## src/rtl/fetch_pkg.sv

```systemverilog
// Shared types and constants for the instruction fetch unit: FSM states,
// fault cause encodings and the branch opcodes the fetch stage recognises.
package fetch_pkg;

  typedef enum logic [1:0] {
    BOOT  = 2'd0,
    FETCH = 2'd1,
    ISSUE = 2'd2,
    FAULT = 2'd3
  } fetch_state_e;

  localparam logic [1:0] FAULT_NONE     = 2'b00;
  localparam logic [1:0] FAULT_TIMEOUT  = 2'b01;
  localparam logic [1:0] FAULT_MISALIGN = 2'b10;

  localparam logic [10:0] OP_B  = 11'b00000000101;
  localparam logic [10:0] OP_BL = 11'b00000100101;

  // Instruction words are 4-byte aligned; any set low bit is a bad target.
  function automatic logic is_word_aligned(input logic [1:0] addr_lsbs);
    return addr_lsbs == 2'b00;
  endfunction

endpackage

```

## src/rtl/instr_fetch_unit_if.sv

```systemverilog
// Instruction-memory read channel: the fetch unit drives the request side
// (master), the memory answers with rvalid/rdata (slave).
interface instr_fetch_unit_if #(
  parameter int ADDR_W = 32
);
  logic              imem_req;
  logic [ADDR_W-1:0] imem_addr;
  logic              imem_rvalid;
  logic [31:0]       imem_rdata;

  modport master (
    output imem_req,
    output imem_addr,
    input  imem_rvalid,
    input  imem_rdata
  );

  modport slave (
    input  imem_req,
    input  imem_addr,
    output imem_rvalid,
    output imem_rdata
  );
endinterface

```

## src/rtl/fetch_timeout_ctr.sv

```systemverilog
// Cycle counter for an outstanding fetch; expired is high while the count
// sits at TIMEOUT_CYCLES-1 (TIMEOUT_CYCLES must be at least 2).
module fetch_timeout_ctr #(
  parameter int TIMEOUT_CYCLES = 16
) (
  input  logic clk,
  input  logic rst,
  input  logic clear,
  input  logic en,
  output logic expired
);

  localparam int CNT_W = $clog2(TIMEOUT_CYCLES);

  logic [CNT_W-1:0] cnt;

  assign expired = (cnt == CNT_W'(TIMEOUT_CYCLES - 1));

  // NOTE: sequential state uses <= so every register samples pre-edge values.
  always_ff @(posedge clk or negedge rst) begin
    if (!rst) begin
      cnt <= '0;
    end else if (clear) begin
      cnt <= '0;
    end else if (en && !expired) begin
      cnt <= cnt + 1'b1;
    end
  end

endmodule

```

## src/rtl/instr_fetch_unit.sv

```systemverilog
// Fetch stage: owns the PC, reads instruction memory and hands each word to
// decode. Define BRANCH_LINK_EN to add the BL link-register write port.
module instr_fetch_unit
  import fetch_pkg::*;
#(
  parameter int              ADDR_W         = 32,
  parameter logic [ADDR_W-1:0] RESET_PC     = '0,
  parameter int              TIMEOUT_CYCLES = 16
) (
  input  logic               clk,
  input  logic               rst,
  instr_fetch_unit_if.master imem,
  output logic [31:0]        instruction,
  output logic [ADDR_W-1:0]  program_counter,
  input  logic [ADDR_W-1:0]  program_counter_next,
  output logic               inst_valid,
  input  logic               stall,
  output logic               fetch_fault,
  output logic [1:0]         fault_cause
`ifdef BRANCH_LINK_EN
  ,
  output logic               link_we,
  output logic [ADDR_W-1:0]  link_data
`endif
);

  fetch_state_e state;
  logic         tmo_expired;
  logic         tmo_clear;
  logic         in_fetch;
  logic         issue_go;

  assign in_fetch       = (state == FETCH);
  assign tmo_clear      = !in_fetch || imem.imem_rvalid;
  assign issue_go       = (state == ISSUE) && !stall;
  assign imem.imem_addr = program_counter;

  fetch_timeout_ctr #(
    .TIMEOUT_CYCLES (TIMEOUT_CYCLES)
  ) u_timeout_ctr (
    .clk     (clk),
    .rst     (rst),
    .clear   (tmo_clear),
    .en      (in_fetch),
    .expired (tmo_expired)
  );

  always_ff @(posedge clk or negedge rst) begin
    if (!rst) begin
      state           <= BOOT;
      program_counter <= RESET_PC;
      instruction     <= '0;
      inst_valid      <= 1'b0;
      imem.imem_req   <= 1'b0;
      fetch_fault     <= 1'b0;
      fault_cause     <= FAULT_NONE;
    end else begin
      // NOTE: every case arm either assigns or holds; a register simply keeps
      // its value, so no default assignments are needed in a clocked block.
      case (state)
        BOOT: begin
          state         <= FETCH;
          imem.imem_req <= 1'b1;
        end
        FETCH: begin
          // A response in the expiry cycle still wins over the timeout.
          if (imem.imem_rvalid) begin
            instruction   <= imem.imem_rdata;
            inst_valid    <= 1'b1;
            imem.imem_req <= 1'b0;
            state         <= ISSUE;
          end else if (tmo_expired) begin
            imem.imem_req <= 1'b0;
            fetch_fault   <= 1'b1;
            fault_cause   <= FAULT_TIMEOUT;
            state         <= FAULT;
          end
        end
        ISSUE: begin
          if (issue_go) begin
            inst_valid <= 1'b0;
            if (is_word_aligned(program_counter_next[1:0])) begin
              program_counter <= program_counter_next;
              imem.imem_req   <= 1'b1;
              state           <= FETCH;
            end else begin
              fetch_fault <= 1'b1;
              fault_cause <= FAULT_MISALIGN;
              state       <= FAULT;
            end
          end
        end
        FAULT: begin
          state <= FAULT;
        end
        default: begin
          state <= FAULT;
        end
      endcase
    end
  end

`ifdef BRANCH_LINK_EN
  logic bl_taken;

  // Link write fires on the cycle after a BL leaves ISSUE for the next fetch.
  assign bl_taken = issue_go && is_word_aligned(program_counter_next[1:0])
                 && (instruction[31:21] == OP_BL);

  always_ff @(posedge clk or negedge rst) begin
    if (!rst) begin
      link_we   <= 1'b0;
      link_data <= '0;
    end else if (bl_taken) begin
      link_we   <= 1'b1;
      link_data <= program_counter + ADDR_W'(4);
    end else begin
      link_we   <= 1'b0;
      link_data <= '0;
    end
  end
`endif

endmodule
```

## src/flat_wrapper.sv

```systemverilog
// flat-port wrapper written by rule: the top's interface ports become plain ports
module instr_fetch_unit_flat import fetch_pkg::*;
#(
  parameter int              ADDR_W         = 32,
  parameter logic [ADDR_W-1:0] RESET_PC     = '0,
  parameter int              TIMEOUT_CYCLES = 16
)
  (clk, rst, instruction, program_counter, program_counter_next, inst_valid, stall, fetch_fault, fault_cause, imem_imem_req, imem_imem_addr, imem_imem_rvalid, imem_imem_rdata);
  instr_fetch_unit_if #(.ADDR_W(ADDR_W)) imem_i ();
  input  logic clk;
  input  logic rst;
  output logic [31:0] instruction;
  output logic [ADDR_W-1:0] program_counter;
  input  logic [ADDR_W-1:0] program_counter_next;
  output logic inst_valid;
  input  logic stall;
  output logic fetch_fault;
  output logic [1:0] fault_cause;
  output wire logic [$bits(imem_i.imem_req)-1:0] imem_imem_req;
  output wire logic [$bits(imem_i.imem_addr)-1:0] imem_imem_addr;
  input wire logic [$bits(imem_i.imem_rvalid)-1:0] imem_imem_rvalid;
  input wire logic [$bits(imem_i.imem_rdata)-1:0] imem_imem_rdata;
  assign imem_imem_req = imem_i.imem_req;
  assign imem_imem_addr = imem_i.imem_addr;
  assign imem_i.imem_rvalid = imem_imem_rvalid;
  assign imem_i.imem_rdata = imem_imem_rdata;
  instr_fetch_unit #(.ADDR_W(ADDR_W), .RESET_PC(RESET_PC), .TIMEOUT_CYCLES(TIMEOUT_CYCLES)) u_core (.clk(clk), .rst(rst), .imem(imem_i), .instruction(instruction), .program_counter(program_counter), .program_counter_next(program_counter_next), .inst_valid(inst_valid), .stall(stall), .fetch_fault(fetch_fault), .fault_cause(fault_cause));
endmodule
```

## config.mk

```make
export PLATFORM = sky130hd
export DESIGN_NAME = instr_fetch_unit_flat
export DESIGN_NICKNAME = d
export VERILOG_FILES = /design/src/rtl/fetch_pkg.sv /design/src/rtl/instr_fetch_unit_if.sv /design/src/rtl/fetch_timeout_ctr.sv /design/src/rtl/instr_fetch_unit.sv /design/src/flat_wrapper.sv
export SDC_FILE = /design/constraint.sdc
export NUM_CORES = 1
export LEC_CHECK = 0
export ABC_AREA = 1
export CORE_ASPECT_RATIO = 1.4
export CORE_MARGIN = 3
export CORE_UTILIZATION = 43
export CTS_CLUSTER_SIZE = 24
export DETAILED_ROUTE_END_ITERATION = 8
export PLACE_DENSITY_LB_ADDON = 0.15
export SLEW_MARGIN = 20
export SYNTH_ARGS = -nofsm -noshare
export SYNTH_HDL_FRONTEND = slang
export SYNTH_SLANG_ARGS = --single-unit
```

## constraint.sdc

```tcl
create_clock -name clk -period 3 [get_ports clk]
set_input_delay 0.6 -clock clk [delete_from_list [all_inputs] [get_ports clk]]
set_output_delay 0.6 -clock clk [all_outputs]
set_load 0.01 [all_outputs]
```

==> out/metrics.yaml, run 1 <==
outcome: "finished, final reports clean"
start_kind: "flip-flop"
root_buffer: "clkbuf_8"
grt_max_degree: 76
syn_inst: 314
start_util: 0.452
synth_warnings: 0
drt-total-wl_mm: 8.17
fin_skew_ns: 0.00709
syn_avg_cell_area_um2: 10.8
power.total_w: 0.00539
crit_chain: "clkdlybuf4s50_1"
ir_worst_vdd_mv: 0.554
cts_tree: "built"
cp.required_ns: 2.40
setup_violations: 0
hold_violations: 0
period_minus_slack_ns: 1.92
synthArstFlopShare: 1.00
diodes: 0
synth_flop_cell: "dfrtp_1"
worst_slack_ns: 1.08
cp_slowest_stage_delay_ns: 0.56
antenna_found_initial: 0
post_cts_buffers: 0
grt_pass1_wl_mm: 13.3
slew-limit-headroom: 0.378
drt-vias-per-instance: 4.57
cts_buffers: 9
insertion_delay_ns: 0.34
arrival_ns: 1.32
clock_path_buffers: 2
path_buf_inv: 1
rsz0062_at_grt: "false"
crit_type: "reg -> out"
ctsHoldBuffers: 0
holdCritPathClass: "in -> async"
fmax_mhz: 522
design.die.area_um2: 9000
cts.sinks: 75
setup_tns_ns: 0
yosysTopAreaCellShare: 0.554
post_route_cells_drive_above_1_share: 0.129
end_kind: "primary output"
cp_slowest_cell: "clkdlybuf4s50_1"
post_cts_resized: 0
fin_crit_sh: 0.639
tightest_slew_ns: 0.934
yosysSeqAreaShare: 0.554
die_x_um: 81.0
rows: 37
pin_count: 169
die-height_um: 111
drt-wirelength-per-cell_um: 14.7
grt-ovfl-total: 0
crit_family: "buffers and inverters"
yosys-top-cells-count: "113 x nand2_1, 75 x dfrtp_1, 34 x buf_4, 30 x mux2_4, 11 x inv_1"
numPortBuffers: 168
drt_first_pass_iters: 4
pre_cts_ws_ns: 0.768
via_count: 2537
synth.most_common_cell: "nand2_1"
clk_pin_slew_ns: 0.07
worst-path-max-fanout: 3
leakage_nw: 2.47
htree_levels: 3
power_density_nw_per_um2: 1050
drtIter0Drc: 70
yosysTopAreaCell: "dfrtp_1"
final_nets: 527
coreArea_um2: 7500
final_util: 0.687
netlist_area_um2: 3390
grt_pass1_vias: 2587
drv_slew: 0
gp_congestion: 0.759
synth_edf_count: 0
area_growth_pct: 51.9
fillers: 598
synth.area.top_cells: "dfrtp_1 55%, mux2_4 13%, nand2_1 13%"
maxCapViolations: 0
ys_types: 20
ys_ff_latch: 75
antenna_left: 0
route.detailed.drc: 0
syn_nets: 388
dp_hpwl_mm: 6.19
grt_use_total: 0.194
flip-flops by register name (all words and copies together), names as in the netlist:
name	count
u_core.imem.imem_addr	32
u_core.instruction	32
u_core.u_timeout_ctr.cnt	4
u_core.fault_cause	2
u_core.state	2
u_core.fetch_fault	1
u_core.imem.imem_req	1
u_core.inst_valid	1
cell usage in the layout (no fill, tap or decap):
cell type	synthesis	final
a21oi_1	1	1
a31oi_1	1	1
buf_12	0	1
buf_4	34	2
bufinv_16	0	2
clkbuf_8	0	13
clkdlybuf4s50_1	0	167
clkinvlp_4	0	1
dfrtp_1	75	75
ha_1	6	6
inv_1	11	11
inv_2	3	3
mux2_2	2	2
mux2_4	30	30
nand2_1	113	113
nand2_2	3	3
nand3_1	6	6
nand4_1	3	3
nor2_1	9	9
nor2_4	2	2
nor4_1	1	1
o21a_1	1	1
o21ai_0	5	5
stage by stage:
| step | cells | hold slack [ns] | cell area [µm²] |
|---|---|---|---|
| 3_3_place_gp | 539 | 0.448 | 4900 |
| 5_1_grt | 555 | 0.455 | 5150 |
| 6_report | 555 | 0.368 | 5150 |
| 4_1_cts | 555 | 0.421 | 5150 |
| 3_5_place_dp | 539 | 0.458 | 4900 |
| 2_1_floorplan | 314 | 0.304 | 3390 |
metal layers:
metal  GRT usage  up-vias  wire length [µm]
li1            -     1232                 -
met3      0.0504       15               609
met4      0.0722        0               176
met1       0.227     1190              3150
met2       0.332      100              4230
met5           0        -                 0
worst paths after layout:
path	cells past startpoint	slack [ns]	startpoint	end
max	1	1.08	u_core.imem.imem_addr[0]	imem_imem_addr[0]
min	1	0.37	rst	u_core.imem.imem_addr[6]
max reg2reg	7	1.16	u_core.state[0]	u_core.imem.imem_addr[30]
min reg2reg	2	0.48	u_core.fault_cause[0]	u_core.fault_cause[0]
max in group asynchronous	1	1.99	rst	u_core.imem.imem_addr[1]
min in group clk	2	0.48	u_core.fault_cause[0]	u_core.fault_cause[0]
where the power goes:
part	internal (W)	total (W)	switching (W)
Sequential	0.00147	0.00179	0.000313
Clock	0.000559	0.000913	0.000353
Combinational	0.00165	0.00269	0.00104
Total	0.00368	0.00539	0.00171
cell type report:
type / count / area, µm² / share of cell area
flip-flops and latches: 75 / 1880 / 0.364
well taps: 97 / 121 / 0.0236
multi-input cells: 183 / 1150 / 0.223
inverters: 14 / 52.6 / 0.0102
clock buffers: 13 / 179 / 0.0347
clock inverters: 3 / 67.6 / 0.0131
repair buffers: 170 / 1710 / 0.331
worst register-to-register path: stages (launching register included):
cell     delay, ns
dfrtp_1       0.44
inv_1         0.11
ha_1          0.34
nand2_2       0.15
nor2_4        0.23
inv_2         0.28
nand2_1       0.13
nand2_1       0.07
kinds of logic (layout without fill, tap and decap cells):
group	after synthesis	after routing	synth area share
and+or+nand+nor	137	137	0.164
DFF	75	75	0.554
buffers and inverters	56	200	0.108
muxes	32	32	0.140
AOI/OAI and AO/OA	8	8	0.0129
adders and majority gates	6	6	0.0221
Power figures use the tool's default switching activity.
==> inputs of run 2 (changes only) <==
Settings changed: CORE_UTILIZATION 43 to 40.
Clock period 3 ns to 1.8 ns, I/O delays scaled along.
==> run 2 against run 1 <==
  * Via count grew 3.0%
  * Largest cell class unchanged
  * Critical endpoint is now imem_imem_addr[20]
  * Cell area grew 1.8%
  * Combinational power grew 68%
  * Sequential power grew 67%
  * Register-to-register slack lost 0.94 ns
  * Flip-flop and latch count is the same
  * Worst hold slack gained 0.10 ns
  * First-iteration DRC count grew 57%
  * Critical path depth is the same
  * Routed wire length grew 1.9%
==> out/metrics.yaml, run 2 (synthesized netlist as in run 1, its figures left out) <==
outcome: "finished, final reports clean"
fin_cells: 564  # +1.6%
root_buffer: "clkbuf_16"
leakage_nw: 2.51  # +1.7%
worst-path-max-fanout: 3  # unchanged
hold_violations: 0  # unchanged
multi_input_area_um2: 1150  # unchanged
grt-ovfl-total: 0  # unchanged
cp_slowest_stage_delay_ns: 0.57  # about the same
die-height_um: 115  # +3.5%
dp_cells: 547  # +1.5%
cp_num_cells: 1  # unchanged
holdCritPathClass: "reg -> reg"
diodes: 0  # unchanged
grt_use_total: 0.177  # -0.0169
crit_family: "buffers and inverters"
rows: 39  # +5.4%
arrival_ns: 1.32  # about the same
power_density_nw_per_um2: 1740  # +67%
route.detailed.drc: 0  # unchanged
drt-wirelength-per-cell_um: 14.8  # +0.24%
layout_common_cells: "167 x clkdlybuf4s50_1, 113 x nand2_1, 75 x dfrtp_1, 30 x mux2_4, 11 x inv_1"
power.total_w: 0.00914  # +70%
clk_pin_slew_ns: 0.05  # -0.02 ns
grt_max_degree: 46  # -39%
start_kind: "flip-flop"
fin_crit_sh: 0.931
clock_path_buffers: 2  # unchanged
slew-limit-headroom: 0.719  # +0.341
final_nets: 531  # +0.76%
drv_slew: 0  # unchanged
ir_worst_vdd_mv: 0.845  # +52%
setup_tns_ns: 0  # unchanged
cts_tree: "built"
rr_endpoint: "u_core.state[0]"
die_x_um: 83.8  # +3.4%
via_count: 2614  # +3.0%
coreArea_um2: 8200  # +9.3%
design.die.area_um2: 9630  # +7.0%
pre_cts_ws_ns: 0.0762  # -0.692 ns
post_route_cells_drive_above_1_share: 0.128  # -0.00112
drt-vias-per-instance: 4.63  # +1.4%
holdCritStartpoint: "u_core.fault_cause[1]"
cp.required_ns: 1.44  # -0.96 ns
crit_chain: "clkdlybuf4s50_1"
insertion_delay_ns: 0.33  # about the same
final_util: 0.640  # -0.0470
r2r_start: "u_core.state[1]"
numPortBuffers: 168  # unchanged
fillers: 694  # +16%
hold-path-cell-count: 2
start_util: 0.413  # -0.0385
final_common_cell: "clkdlybuf4s50_1"
cts.sinks: 75  # unchanged
drt_first_pass_iters: 4  # unchanged
grt_pass1_wl_mm: 13.3  # -0.26%
maxCapViolations: 0  # unchanged
crit_type: "reg -> out"
cp_slowest_cell: "clkdlybuf4s50_1"
tightest_slew_ns: 0.422  # -0.512 ns
area_growth_pct: 54.7
grt_pass1_vias: 2585  # -0.077%
antenna_left: 0  # unchanged
htree_levels: 3  # unchanged
reg2reg_slack_ns: 0.22  # -0.94 ns
regArea_um2: 1880  # unchanged
drtIter0Drc: 110  # +57%
end_kind: "primary output"
reg2regPathDepth: 9  # +2
fmax_mhz: 597
pin_count: 169  # unchanged
rsz0062_at_grt: "false"
drt-total-wl_mm: 8.32  # +1.9%
path_buf_inv: 1  # unchanged
period_minus_slack_ns: 1.68
hold_end: "u_core.fault_cause[1]"
cts_buffers: 9  # unchanged
gp_congestion: 0.779  # +2.7%
worst_slack_ns: 0.125  # -0.959 ns
fin_skew_ns: 0.00442  # -0.00268 ns
dp_hpwl_mm: 6.27  # +1.3%
setup_violations: 0  # unchanged
antenna_found_initial: 0  # unchanged
## run 2: changes by cell type in the layout (fill, tap and decap cells not counted), sizes merged
cell         before  now
dlygate4sd3       0    1
clkinvlp          1    0
clkbuf           13   14
buf               3    6
clkinv            0    2
bufinv            2    0
## run 2: layout make-up
cell class              count  area share
clock buffers              14      0.0503
clock inverters             2     0.00191
inverters                  14      0.0105
multi-input cells         183       0.219
flip-flops and latches     75       0.358
well taps                 102      0.0243
repair buffers            174       0.336
## run 2: worst max-delay path by stage
stage | startpoint | endpoint | slack, ns
2_1_floorplan | u_core.state[0] | u_core.fault_cause[0] | 0.39
3_3_place_gp | program_counter_next[1] | u_core.imem.imem_addr[1] | 0.08
3_5_place_dp | program_counter_next[0] | u_core.imem.imem_addr[15] | 0.08
4_1_cts | u_core.imem.imem_addr[20] | imem_imem_addr[20] | 0.09
5_1_grt | u_core.state[1] | u_core.state[0] | 0.05
6_report | u_core.imem.imem_addr[20] | imem_imem_addr[20] | 0.12
## run 2: report_power, final
part,leakage [nW],switching (W),internal [W]
Sequential,0.923,0.000525,0.00246
Clock,0.137,0.000626,0.00100
Combinational,1.45,0.00175,0.00278
Total,2.51,0.00290,0.00624
## run 2: what timing repair did
item                                    4_1_cts  5_1_grt
hold endpoints to repair                     30        0
buffers inserted                              0        0
gates resized for setup                       0        2
endpoints found under the setup margin        0       32
hold buffers                                  1        0
## run 2: per-stage QoR
| step | instance area, µm² | hold slack [ns] |
|---|---|---|
| after global routing | 5240 | 0.502 |
| after detailed placement | 4960 | 0.325 |
| after floorplan | 3390 | 0.0644 |
| after CTS | 5240 | 0.473 |
| after global placement | 4960 | 0.322 |
| final | 5240 | 0.471 |
## run 2: routing by layer
layer	GRT usage	wire length [µm]	vias to the layer above
li1	-	-	1242
met1	0.210	3190	1258
met2	0.303	4400	104
met3	0.0401	566	10
met4	0.0858	166	0
met5	0	0	-
==> inputs of run 3 (changes only) <==
Settings changed: CORE_MARGIN 3 to 2, TNS_END_PERCENT set to 20.
==> run 3 against run 2 <==
  * Die area down 4.1%
  * Global-route usage up 0.94 points
  * Sequential power about the same
  * Cell area up 0.17%
  * First-iteration DRC count up 10%
  * Routed wire length up 0.67%
  * Via count down 0.34%
  * Count of clock-buffer cells in the layout down 2
  * Setup slack better by 0.0039 ns
  * Power down 0.14%
  * Largest cell class unchanged
  * Non-clock buffer count up 3
  * Flip-flop and latch count unchanged
==> out/metrics.yaml, run 3 (synthesized netlist as in run 1, its figures left out) <==
rr_endpoint: "u_core.fault_cause[1]"
final_common_cell: "clkdlybuf4s50_1"
route.met3.wl_um: 664  # +17%
power_density_nw_per_um2: 1740  # -0.30%
drt-vias-per-instance: 4.59  # -0.87%
path_buf_inv: 1  # unchanged
crit_start: "u_core.imem.imem_addr[0]"
arrival_ns: 1.31  # about the same
drt_first_pass_iters: 4  # unchanged
coreArea_um2: 8200  # unchanged
rows: 39  # unchanged
outcome: "finished, final reports clean"
start_util: 0.413  # unchanged
grt_max_degree: 33  # -28%
die-height_um: 113  # -1.7%
leakage_nw: 2.52  # +0.33%
drt-wirelength-per-cell_um: 14.8  # +0.14%
via_count: 2605  # -0.34%
reg2regPathDepth: 8  # -1
maxCapViolations: 0  # unchanged
htree_levels: 3  # unchanged
crit_family: "buffers and inverters"
end_kind: "primary output"
layout_common_cells: "167 x clkdlybuf4s50_1, 113 x nand2_1, 75 x dfrtp_1, 30 x mux2_4, 11 x inv_1"
tightest_slew_ns: 0.336  # -0.0859 ns
endpoint: "imem_imem_addr[0]"
area_growth_pct: 55.0
worst-path-max-fanout: 3  # unchanged
drv_slew: 0  # unchanged
clk_pin_slew_ns: 0.06  # about the same
cp_slowest_cell: "clkdlybuf4s50_1"
design.die.area_um2: 9240  # -4.1%
route.detailed.drc: 0  # unchanged
numPortBuffers: 168  # unchanged
grt_use_total: 0.186  # +0.00943
gp_congestion: 0.736  # -5.6%
fin_skew_ns: 0.00640  # +0.00198 ns
ir_worst_vdd_mv: 0.945  # +12%
pin_count: 169  # unchanged
drt-total-wl_mm: 8.38  # +0.67%
grt_pass1_vias: 2616  # +1.2%
post_route_cells_drive_above_1_share: 0.135  # +0.00778
fin_crit_sh: 0.928  # -0.00215
cp_slowest_stage_delay_ns: 0.57  # about the same
antenna_found_initial: 0  # unchanged
insertion_delay_ns: 0.33  # about the same
cts.sinks: 75  # unchanged
root_buffer: "clkbuf_16"
start_kind: "flip-flop"
clock_path_buffers: 2  # unchanged
slew-limit-headroom: 0.776  # +0.0573
setup_violations: 0  # unchanged
reg2reg_slack_ns: 0.19  # -0.03 ns
grt_pass1_wl_mm: 12.8  # -3.2%
cp_num_cells: 1  # unchanged
post_cts_buffers: 0  # unchanged
drtIter0Drc: 121  # +10%
dr_wl_met2_mm: 4.32  # -1.9%
worst_slack_ns: 0.129  # +0.00386 ns
setup_tns_ns: 0  # unchanged
wl_met1_mm: 3.22  # +1.0%
fmax_mhz: 598  # +0.23%
crit_type: "reg -> out"
die_x_um: 81.8  # -2.4%
cp.required_ns: 1.44  # about the same
dr.max_layer_used: "met4"
cts_buffers: 9  # unchanged
final_nets: 534  # +0.56%
rsz0062_at_grt: "false"
period_minus_slack_ns: 1.67  # -0.00386 ns
diodes: 0  # unchanged
antenna_left: 0  # unchanged
crit_chain: "clkdlybuf4s50_1"
dp_hpwl_mm: 6.37  # +1.5%
grt-ovfl-total: 0  # unchanged
hold_violations: 0  # unchanged
pre_cts_ws_ns: 0.0698  # -0.00640 ns
holdCritPathClass: "in -> async"
r2r_start: "u_core.state[0]"
cts_tree: "built"
[run 3: cell count changes in the layout (fill, tap and decap cells not counted)]
cell	change
clkbuf_1	-1
clkinvlp_4	+1
buf_12	-1
buf_4	+4
clkinv_4	+1
clkbuf_8	-1
[run 3: power breakdown]
| part | internal [W] | leakage, nW | switching (W) |
|---|---|---|---|
| Clock | 0.000968 | 0.133 | 0.000660 |
| Sequential | 0.00246 | 0.923 | 0.000541 |
| Combinational | 0.00278 | 1.46 | 0.00172 |
| Total | 0.00621 | 2.52 | 0.00292 |
[run 3: repair_timing]
action,CTS,global route
hold buffers,1,0
setup endpoints to repair,0,25
resized for setup,0,2
endpoints found under the hold margin,22,0
[run 3: how the worst min path moves through the flow]
stage                                   to  slack (ns)
finish              u_core.instruction[21]        0.47
global route        u_core.instruction[21]        0.50
global placement    u_core.instruction[21]        0.29
CTS                     u_core.fetch_fault        0.47
detailed placement  u_core.instruction[21]        0.29
floorplan            u_core.fault_cause[0]        0.06
[run 3: stage by stage]
stage                     utilization  hold WS, ns  total power (W)  cell area [µm²]  std cells
after floorplan                     -       0.0644          0.00537             3390        314
after global placement          0.606        0.288          0.00748             4970        550
after detailed placement        0.606        0.288          0.00758             4970        550
after CTS                       0.640        0.473          0.00926             5250        567
after global routing            0.641        0.502          0.00972             5250        567
final                           0.641        0.470          0.00913             5250        567
[run 3: area by class of cell]
type                            instances  area (µm²)
Fill cell                             661        2950
Clock buffer                           12         246
Timing Repair Buffer                  177        1770
Sequential cell                        75        1880
Multi-Input combinational cell        183        1150
Inverter                               14        55.1
Clock inverter                          4        26.3
Tap cell                              102         128
[run 3: layer usage]
layer | global-route usage | vias up
met4 | 0.0922 | 0
met1 | 0.216 | 1232
met2 | 0.312 | 111
met3 | 0.0478 | 12
met5 | 0 | -
li1 | - | 1250
